File: src/rtl/data_mem_port.sv
// Word-addressed data memory with a fixed multi-cycle access latency and a
// combinational busy stall toward the controller.
module data_mem_port #(
  parameter int NBITS   = 8,
  parameter int DEPTH   = 16,
  parameter int LATENCY = 2
) (
  input  logic             clock,
  input  logic             reset,
  input  logic             MemRead,
  input  logic             MemWrite,
  input  logic [NBITS-1:0] addr,
  input  logic [NBITS-1:0] wdata,
  output logic [NBITS-1:0] rdata,
  output logic             busy,
  output logic             misaligned
);
  localparam int IW = $clog2(DEPTH);
  localparam logic [3:0] LAT_M2 = (LATENCY > 1) ? 4'(LATENCY - 2) : 4'd0;

  typedef enum logic [1:0] {IDLE, WAIT, DONE} state_e;

  state_e            state_q, state_d;
  logic [3:0]        cnt_q, cnt_d;
  logic [IW+1:0]     addr_q;
  logic [NBITS-1:0]  wdata_q;
  logic              wr_q;
  logic [NBITS-1:0]  rdata_q;
  logic              mis_q;
  logic [NBITS-1:0]  mem_q [DEPTH];

  logic              req, commit;
  logic [IW+1:0]     c_addr;
  logic [NBITS-1:0]  c_wdata;
  logic              c_wr;
  logic              unused_addr_hi;

  assign req            = MemRead | MemWrite;
  assign unused_addr_hi = ^addr[NBITS-1:IW+2];
  assign rdata          = rdata_q;
  assign misaligned     = mis_q;

  always_comb begin
    state_d = state_q;
    cnt_d   = cnt_q;
    busy    = 1'b0;
    case (state_q)
      IDLE: if (req) begin
        busy = 1'b1;
        if (LATENCY == 1) begin
          state_d = DONE;
        end else begin
          cnt_d   = LAT_M2;
          state_d = WAIT;
        end
      end
      WAIT: begin
        busy = 1'b1;
        if (cnt_q == 4'd0) state_d = DONE;
        else               cnt_d   = cnt_q - 4'd1;
      end
      DONE:    state_d = IDLE;
      default: state_d = IDLE;
    endcase
  end

  // With LATENCY==1 the commit edge is also the capture edge, so use live inputs.
  always_comb begin
    c_addr  = addr_q;
    c_wdata = wdata_q;
    c_wr    = wr_q;
    if (state_q == IDLE) begin
      c_addr  = addr[IW+1:0];
      c_wdata = wdata;
      c_wr    = MemWrite;
    end
  end

  assign commit = (state_d == DONE);

  always_ff @(posedge clock) begin
    if (reset) begin
      state_q <= IDLE;
      cnt_q   <= 4'd0;
      addr_q  <= '0;
      wdata_q <= '0;
      wr_q    <= 1'b0;
      rdata_q <= '0;
      mis_q   <= 1'b0;
    end else begin
      state_q <= state_d;
      cnt_q   <= cnt_d;
      if (state_q == IDLE && req) begin
        addr_q  <= addr[IW+1:0];
        wdata_q <= wdata;
        wr_q    <= MemWrite;
      end
      mis_q <= commit && (c_addr[1:0] != 2'd0);
      if (commit && !c_wr) rdata_q <= mem_q[c_addr[IW+1:2]];
    end
  end

  // Contents survive reset; an aborted write never reaches the array.
  always_ff @(posedge clock) begin
    if (!reset && commit && c_wr) mem_q[c_addr[IW+1:2]] <= c_wdata;
  end
endmodule
File: config.mk
export PLATFORM = sky130hd
export DESIGN_NAME = data_mem_port
export DESIGN_NICKNAME = d
export VERILOG_FILES = /design/src/rtl/data_mem_port.sv
export SDC_FILE = /design/constraint.sdc
export NUM_CORES = 1
export LEC_CHECK = 0
export BUFFER_PORTS_ARGS = -buffer_cell sky130_fd_sc_hd__buf_2
export CAP_MARGIN = 25
export CORE_ASPECT_RATIO = 2
export CORE_MARGIN = 2
export CORE_UTILIZATION = 41
export CTS_BUF_LIST = sky130_fd_sc_hd__clkbuf_16
export DETAILED_ROUTE_END_ITERATION = 12
export PLACE_DENSITY = 0.7
export SKIP_CTS_REPAIR_TIMING = 1
export SKIP_LAST_GASP = 1
export SYNTH_ARGS = -nofsm -noshare
export SYNTH_HDL_FRONTEND = slang
export SYNTH_SLANG_ARGS = --single-unit
File: constraint.sdc
create_clock -name clock -period 2.3 [get_ports clock]
set_input_delay 0.115 -clock clock [delete_from_list [all_inputs] [get_ports clock]]
set_output_delay 0.115 -clock clock [all_outputs]
set_load 0.005 [all_outputs]
==> flow_summary.toml <==
[finish]
nets = 547
fillers = 1188
layout-area-overhead-vs-synth_pct = 26.1
antennaDiodeCount = 0
drive_gt1_frac = 0.296
final_area_um2 = 7800
fin_cells = 733

[floorplanning]
core-area_um2 = 14800
io_pins = 30
die_y_um = 178
die-area_um2 = 16100
die_w_um = 90.8
std_cell_rows = 63
initial_utilization = 0.417

[synth]
synth_seq_cells = 158
synth_warnings = 0
syn_inst = 425
synth_seq_area_share = 0.719
ys_types = 37
synthesis.nets = 446
post_synth_mux_area_share = 0.0182
synth_top_family_by_area = "compound AO/OA/AOI/OAI gates"
synthAdderAreaFrac = 0.00202
syn_avg_cell_area_um2 = 14.5
async_flop_share = 0
synthXorXnorAreaFrac = 0.00425
synth.cell_area_um2 = 6180
synth_edf_count = 128
synth_ff_type = "edfxtp_1"
synth_compound_area_frac = 0.144
synth-simple-area-share = 0.0842

[setup_path]
critPathLaunchType = "flop"
r2r-start = "state_q[0]"
path_depth = 8
crit_end = "rdata[5]"
cp_max_fo = 7
reg2reg_depth = 8
cp.required_ps = 2640
crit_chain = "buf_4 > or4b_4 > o21ai_4 > buf_6 > a22oi_1 > a21oi_1 > nor4_1 > a211oi_1"
rrSetupSlack_ps = 50
crit_type = "reg -> reg"
r2r-end = "rdata[5]"
path_delay_family = "compound AO/OA/AOI/OAI gates"
worst_ep_arrival_time_ps = 2590
critical-path-max-stage-delay_ps = 560
crit_start = "state_q[0]"
slowest_stage = "or4b_4"
path_buf_inv = 2
cp-end-kind = "flop"

[worst_hold_path]
min-delay-path-class = "in -> reg"
hp-start = "MemWrite"
hold_depth = 3

[clock_tree]
root_buffer = "clkbuf_16"
cts_made_buffers = 17
cts_tree = "done"
clk_pin_slew_ps = 60
clk_path_buf_depth = 2
cts_max_level = 4
clock_latency_ps = 430
clock-sinks = 158

[drt]
dr_wl_met3_um = 752
wl_per_cell_um = 21.7
maxUsedRoutingLayer = "met4"
vias = 4185
ant_nets = 0
dr.pass1.iters = 5
drt-total-wl_um = 15900
wl_met1_um = 5520
first_iter_violations = 431
route.met2.wl_um = 8810
via_per_inst = 5.71
drc = 0

[placement]
dp_hpwl_um = 10300
dp.cells = 681
post-place-ws_ps = -109
detailed_place.area_um2 = 6850
io_buffers = 27
gp_congestion = 0.950

[outcome]
run_status = "completed"

[global_route]
overflow = 0
grt_use_total = 0.190
grt_max_degree = 29
grt_pass1_wl_um = 22700
antenna_found_initial = 0
grt_pass1_vias = 4065

[timing]
final.period_utilization = 0.979
worst_slew_pin_slew_ps = 675
hold_ws_ps = 2.80
finalMaxSlewViolations = 0
fmax_ghz = 0.444
timing.setup.tns_ps = 0
fin_ws_ps = 47.3
worst_clock_skew_ps = 8.05
slew_headroom = 0.547
hold_viol = 0
finalSetupViolations = 0
layout_min_cycle_time_ps = 2250

[power_and_ir_drop]
ir_drop_uv = 484
power_per_cell_area_nw_per_um2 = 1250
p_leak_uw = 0.00267

[job]
cap_violations = 0
==> state kept, by name, indices dropped and copies added, names as in the netlist <==
name / flops
addr_q: 6
cnt_q: 4
mem_q: 128
misaligned: 1
rdata: 8
state_q: 2
wdata_q: 8
wr_q: 1
==> per-layer routing <==
metal | track usage | vias up
met5 | 0 | -
met4 | 0.117 | 0
met3 | 0.0369 | 54
met2 | 0.359 | 188
met1 | 0.189 | 2073
li1 | - | 1870
==> cell families after synthesis <==
kind of cell,Yosys count
XOR/XNOR,3
adder cells (fa/ha/maj),1
AO/OA/AOI/OAI,131
buffers and inverters,27
multiplexers,9
AND/OR/NAND/NOR,96
flip-flops,158
==> tightest hold or removal path, stage by stage <==
cell and delay (ps):
buf_2 110, a22oi_1 80, nor2_1 90
==> cell usage in the layout (no fill, tap or decap), drive strengths merged, types with 2 or more instances in the layout <==
cell	synthesis	final
clkbuf	8	17
nor3	7	7
o21ai	4	5
buf	14	87
or2	3	3
dfxtp	30	30
bufinv	0	3
edfxtp	128	128
nor3b	6	6
mux2	8	8
or4b	2	2
a21oi	46	46
nor2	16	16
o21a	2	2
nand2b	3	3
nor4	9	9
clkinv	0	8
a22oi	65	65
dlygate4sd3	0	14
o31ai	1	3
inv	5	7
xnor2	3	3
a31oi	4	4
a211oi	8	8
nand2	34	34
nor2b	12	12
==> per-stage QoR <==
stage / power (µW) / utilization
2_1_floorplan: 5530 / -
3_3_place_gp: 6490 / 0.462
3_5_place_dp: 6570 / 0.462
4_1_cts: 9370 / 0.502
5_1_grt: 10100 / 0.526
6_report: 9760 / 0.526
==> synthesized netlist by cell type (3+ instances only) <==
cell type,count,area (µm²)
edfxtp_1,128,3840
nor3b_1,6,45.0
nor3_1,5,25.0
a22oi_1,65,488
dfxtp_1,30,601
buf_4,3,22.5
nand2_1,34,128
mux2_2,8,90.1
nor4_1,9,56.3
nor2_1,15,56.3
buf_2,4,20.0
a31oi_1,4,25.0
nor2b_1,12,75.1
a211oi_1,8,60.1
buf_6,6,67.6
inv_1,5,18.8
nand2b_1,3,18.8
a21oi_1,46,230
clkbuf_1,8,30.0
xnor2_1,3,26.3
or2_2,3,18.8
==> how the worst min path moves through the flow <==
stage	endpoint	slack, ps
after detailed placement	wdata_q[0]	380
after floorplan	state_q[1]	200
final	wr_q	3
after CTS	addr_q[0]	-70
after global routing	wr_q	20
after global placement	wdata_q[6]	370
==> report_power, final <==
part / internal [µW] / switching (µW) / total, µW
sequential: 3560 / 149 / 3710
combinational: 1270 / 1940 / 3210
clock: 1700 / 1130 / 2830
==> area by class of cell <==
type | count | area [µm²] | area share
multi-input combinational | 243 | 1690 | 0.217
clock inverter | 14 | 169 | 0.0217
sequential | 158 | 4450 | 0.570
clock buffer | 17 | 425 | 0.0546
timing repair buffer | 101 | 801 | 0.103
inverter | 5 | 18.8 | 0.00241
tap | 195 | 244 | 0.0313
(Power assumes the default switching activity.)
